`config.mk`:
```
export PLATFORM = sky130hd
export DESIGN_NAME = mem_ooo_responder
export DESIGN_NICKNAME = d
export VERILOG_FILES = /design/src/rtl/mem_ooo_responder.sv
export SDC_FILE = /design/constraint.sdc
export NUM_CORES = 2
export LEC_CHECK = 0
export CAP_MARGIN = 40
export CORE_MARGIN = 2
export CORE_UTILIZATION = 29
export DETAILED_ROUTE_END_ITERATION = 12
export GPL_TIMING_DRIVEN = 0
export PLACE_DENSITY = 0.45
export REMOVE_ABC_BUFFERS = 1
export SKIP_LAST_GASP = 1
export SLEW_MARGIN = 20
export SYNTH_ARGS = -nofsm -noshare
export SYNTH_HDL_FRONTEND = slang
export SYNTH_SLANG_ARGS = --single-unit
```
`constraint.sdc`:
```
create_clock -name clk -period 5.1 [get_ports clk]
set_input_delay 0.765 -clock clk [delete_from_list [all_inputs] [get_ports clk]]
set_output_delay 0.765 -clock clk [all_outputs]
set_load 0.01 [all_outputs]
```
`src/rtl/mem_ooo_responder.sv`:
```
// Out-of-order read responder: ID-indexed pending table with per-slot latency countdown,
// lowest-ID-first return arbitration and a backdoor-loaded backing store.
module mem_ooo_responder #(
    parameter int          N         = 16,
    parameter int          AW        = 8,
    parameter int          DW        = 8,
    parameter int          MIN_LAT   = 2,
    parameter int          LAT_MASK  = 7,
    parameter logic [7:0]  LFSR_SEED = 8'hA5,
    localparam int         IW        = $clog2(N)
) (
    input  logic          clk,
    input  logic          rstn,
    input  logic          mem_read_req,
    input  logic [AW-1:0] mem_read_addr,
    input  logic [IW-1:0] mem_req_id,
    output logic          mem_rd_vld,
    output logic [IW-1:0] mem_resp_id,
    output logic [DW-1:0] mem_rd_data,
    input  logic          wr_en,
    input  logic [AW-1:0] wr_addr,
    input  logic [DW-1:0] wr_data,
    input  logic          cfg_fixed_lat,
    output logic [IW:0]   outstanding,
    output logic          err_dup
);

    localparam int CW = $clog2(MIN_LAT + LAT_MASK + 1);

    logic [DW-1:0] store     [2**AW];
    logic [DW-1:0] slot_data [N];
    logic [CW-1:0] slot_cnt  [N];
    logic [N-1:0]  pending;
    logic [N-1:0]  eligible;
    logic [7:0]    lfsr;
    logic [7:0]    lat_add;
    logic [CW-1:0] lat_m1;
    logic          win_vld;
    logic [IW-1:0] win_id;
    logic          accept;
    logic          dup;

    always_comb begin
        eligible = '0;
        for (int i = 0; i < N; i++) begin
            eligible[i] = pending[i] && (slot_cnt[i] == '0);
        end
    end

    // Descending scan so the lowest eligible ID is the last to assign.
    always_comb begin
        win_vld = 1'b0;
        win_id  = '0;
        for (int i = N - 1; i >= 0; i--) begin
            if (eligible[i]) begin
                win_vld = 1'b1;
                win_id  = IW'(i);
            end
        end
    end

    // The retiring slot may be re-filled on the same edge it returns.
    assign accept  = mem_read_req &&
                     (!pending[mem_req_id] || (win_vld && (win_id == mem_req_id)));
    assign dup     = mem_read_req && !accept;
    assign lat_add = cfg_fixed_lat ? 8'd0 : (lfsr & 8'(LAT_MASK));
    assign lat_m1  = CW'(MIN_LAT - 1) + CW'(lat_add);

    always_ff @(posedge clk) begin
        if (wr_en) begin
            store[wr_addr] <= wr_data;
        end
    end

    // Old store contents are captured when a backdoor write hits the same address.
    always_ff @(posedge clk) begin
        if (accept) begin
            slot_data[mem_req_id] <= store[mem_read_addr];
        end
    end

    always_ff @(posedge clk) begin
        if (!rstn) begin
            pending     <= '0;
            lfsr        <= LFSR_SEED;
            mem_rd_vld  <= 1'b0;
            mem_resp_id <= '0;
            mem_rd_data <= '0;
            outstanding <= '0;
            err_dup     <= 1'b0;
            for (int i = 0; i < N; i++) begin
                slot_cnt[i] <= '0;
            end
        end else begin
            lfsr <= {lfsr[6:0], lfsr[7] ^ lfsr[5] ^ lfsr[4] ^ lfsr[3]};
            for (int i = 0; i < N; i++) begin
                if (accept && (mem_req_id == IW'(i))) begin
                    pending[i]  <= 1'b1;
                    slot_cnt[i] <= lat_m1;
                end else if (win_vld && (win_id == IW'(i))) begin
                    pending[i]  <= 1'b0;
                end else if (pending[i] && (slot_cnt[i] != '0)) begin
                    slot_cnt[i] <= slot_cnt[i] - CW'(1);
                end
            end
            mem_rd_vld <= win_vld;
            if (win_vld) begin
                mem_resp_id <= win_id;
                mem_rd_data <= slot_data[win_id];
            end
            case ({accept, win_vld})
                2'b10:   outstanding <= outstanding + (IW+1)'(1);
                2'b01:   outstanding <= outstanding - (IW+1)'(1);
                default: outstanding <= outstanding;
            endcase
            err_dup <= err_dup | dup;
        end
    end

endmodule

```
==> results.py <==
metrics = {
    "synthesis": {
        "synth.distinct_cells": 81,
        "netlist.area_leader.share": 0.745,
        "yosys_most_used_dff": "edfxtp_1",
        "yosys_warnings": 0,
        "synth_top_area_cell": "edfxtp_1",
        "async_reset_ff_frac": 0,
        "synth.area.top_cells": "edfxtp_1 74%, mux4_2 16%, nor2_1 1.4%",
        "syn_area_um2": 90300,
        "synth_edf_count": 2240,
        "synthTopCellsByCount": "2240 x edfxtp_1, 644 x mux4_2, 342 x nor2_1",
        "synth-seq-cells": 2283,
        "postSynthCellCount": 4288,
        "yosysMostFrequentCell": "edfxtp_1",
        "syn_area_per_cell_um2": 21.1,
        "ys_seq_area_frac": 0.754,
    },
    "sta": {
        "clock_skew_ps": 122,
        "post-route-period-util": 0.936,
        "tightest_slew_ps": 857,
        "relSlewSlack": 0.426,
        "setup_violations": 0,
        "finalHoldViolCount": 0,
        "slew_violations": 0,
        "rsz0062_at_grt": "yes",
        "final.setup.tns_ps": 0,
        "period_needed_ps": 4780,
        "whs_ps": 240,
        "fmax_ghz": 0.209,
    },
    "grt": {
        "track_usage": 0.147,
        "grt_pass1_wl_um": 337000,
        "grt_pass1_vias": 44619,
        "grt_max_degree": 113,
        "grt.overflow.total": 0,
        "antenna_found_initial": 11,
    },
    "cts": {
        "cts_sinks": 2283,
        "cts_tree": "yes",
        "htree_levels": 4,
        "cts_buffers": 247,
        "cts_root_buf": "clkbuf_16",
        "clk_latency_ps": 920,
        "clkSlewWorstSetupHoldPaths_ps": 60,
        "clockBufferDepth": 4,
    },
    "worst_setup_path": {
        "reg2regPathDepth": 18,
        "cpPeakStageDelay_ps": 560,
        "required_ps": 5640,
        "r2r_start": "slot_cnt[1][8]$_SDFFCE_PN0P_",
        "crit_end": "slot_data[10][1]$_DFFE_PP_",
        "cp-start-kind": "input port",
        "crit_type": "in2reg",
        "crit_chain": "buf_16 > buf_16 > buf_16 > buf_16 > bufbuf_16 > mux4_2 > mux4_2 > a22oi_1 > nand2_1 > a22oi_2 > o221ai_2 > buf_6",
        "cpMaxStageDelayCell": "mux4_2",
        "worst_r2r_endpoint": "outstanding[4]$_SDFFE_PN0P_",
        "ff2ff_setup_slack_ps": 340,
        "path_common_cell": "buf_16",
        "critPathMaxFanout": 45,
        "crit_start": "mem_read_addr[0]",
        "worstSetupEndpointType": "flip-flop",
        "worstPathArrival_ps": 5320,
    },
    "cells_and_area": {
        "n_fill_cell": 29047,
        "final_nets": 4698,
        "final_area_um2": 106000,
        "areaGrowthSynthToFinish_pct": 17.7,
        "fin_util": 0.343,
        "fin_cells": 8944,
        "drive_gt1_frac": 0.277,
    },
    "floorplanning": {
        "fp.dieH_um": 562,
        "initial_core_util": 0.292,
        "die_w_um": 562,
        "dieArea_um2": 316000,
        "fp.coreArea_um2": 309000,
        "ios": 52,
        "rows": 204,
    },
    "placed_design": {
        "place_inst": 8350,
        "dpl-instance-area_um2": 97500,
        "dp_hpwl_um": 146000,
        "io_buffers": 51,
        "place_congestion": 0.756,
    },
    "detailed_routing": {
        "wirelength_um": 237000,
        "viasPerCell": 4.83,
        "dr_total_vias": 43206,
        "ant_nets": 0,
        "post_drt_wl_per_cell_um": 26.5,
        "drc_errors": 0,
        "dr.pass1.iters": 6,
        "drt_iter0_markers": 3710,
    },
    "pwr": {
        "peakVddDrop_v": 0.000285,
        "leakage_nw": 33.1,
        "power.density_nw_per_um2": 376,
    },
    "job": {
        "maxCapViolations": 0,
    },
    "run_status": {
        "status": "finished clean",
    },
    "worst_hold_path": {
        "hold_path_class": "in2reg",
        "whs_path_depth": 1,
    },
}
through the flow:
stage | setup slack [ps] | power, mW
after floorplan | -43.1 | 22.2
after global placement | -35840 | 25.2
after detailed placement | -1760 | 23.6
after CTS | 16.5 | 40.5
after global routing | -80.5 | 41.3
final | 324 | 40.0
worst min path at each step:
stage,from,slack [ps],endpoint
3_5_place_dp,lfsr[6]$_SDFF_PN0_,400,lfsr[7]$_SDFF_PN1_
2_1_floorplan,lfsr[6]$_SDFF_PN0_,390,lfsr[7]$_SDFF_PN1_
4_1_cts,wr_data[6],180,store[84][6]$_DFFE_PP_
6_report,wr_data[6],240,store[84][6]$_DFFE_PP_
3_3_place_gp,lfsr[6]$_SDFF_PN0_,390,lfsr[7]$_SDFF_PN1_
5_1_grt,wr_data[6],200,store[86][6]$_DFFE_PP_
cells by family after synthesis:
| logic type | synth area share |
|---|---|
| flip-flops | 0.754 |
| buffers and inverters | 0.0133 |
| multiplexers | 0.165 |
| adder cells (fa/ha/maj) | 0.00513 |
| AO/OA/AOI/OAI | 0.0237 |
| AND/OR/NAND/NOR | 0.0340 |
| XOR/XNOR | 0.00416 |
what timing repair did:
| action | in CTS | in global routing |
|---|---|---|
| hold endpoints to repair | 0 | 0 |
| hold buffers | 0 | 0 |
| pin swaps | 0 | 1 |
| endpoints found under the setup margin | 129 | 42 |
| buffers inserted | 0 | 2 |
| cloned | 3 | 1 |
| gates resized for setup | 7 | 8 |
worst max-delay path, delay by kind of cell:
family          cells  cell delay (ps)
simple gates        1              280
mux                 2             1020
buf+inv             6             1860
compound gates      3             1140
routing by layer:
| layer | up-vias | GRT usage | wire [µm] |
|---|---|---|---|
| li1 | 18625 | - | - |
| met1 | 23384 | 0.199 | 103000 |
| met2 | 899 | 0.252 | 120000 |
| met3 | 296 | 0.0196 | 9170 |
| met4 | 2 | 0.0312 | 4570 |
| met5 | - | 0 | 20 |
flip-flops by register name, indices dropped and copies added (netlist names):
| register | cells |
|---|---|
| mem_rd_data | 8 |
| lfsr | 8 |
| slot_data | 128 |
| err_dup | 1 |
| mem_rd_vld | 1 |
| outstanding | 5 |
| mem_resp_id | 4 |
| pending | 16 |
| store | 2048 |
| slot_cnt | 64 |
power breakdown:
| group | internal (mW) | switching (mW) | leakage, nW |
|---|---|---|---|
| Clock | 9.54 | 7.30 | 3.63 |
| Combinational | 0.903 | 1.42 | 8.84 |
| Sequential | 20.7 | 0.0643 | 20.6 |
placed cells by master (no fill, tap or decap), types with 42 or more instances in the layout:
cell,count
a21oi_1,53
buf_16,54
buf_4,191
clkbuf_1,63
clkbuf_16,249
clkinv_1,71
dfxtp_1,43
edfxtp_1,2240
inv_1,48
mux2i_1,42
mux4_2,644
nand2_1,104
nand3_1,42
nor2_1,340
cell type report:
cell class / instances / area (µm²) / area share
antenna: 3 / 7.51 / 0.0000707
clock buffer: 312 / 6460 / 0.0608
clock inverter: 130 / 1000 / 0.00941
inverter: 50 / 190 / 0.00179
multi-input combinational: 1719 / 21300 / 0.201
sequential: 2283 / 68100 / 0.641
tap: 4120 / 5150 / 0.0485
timing repair buffer: 327 / 4010 / 0.0377
(Power assumes the default switching activity.)
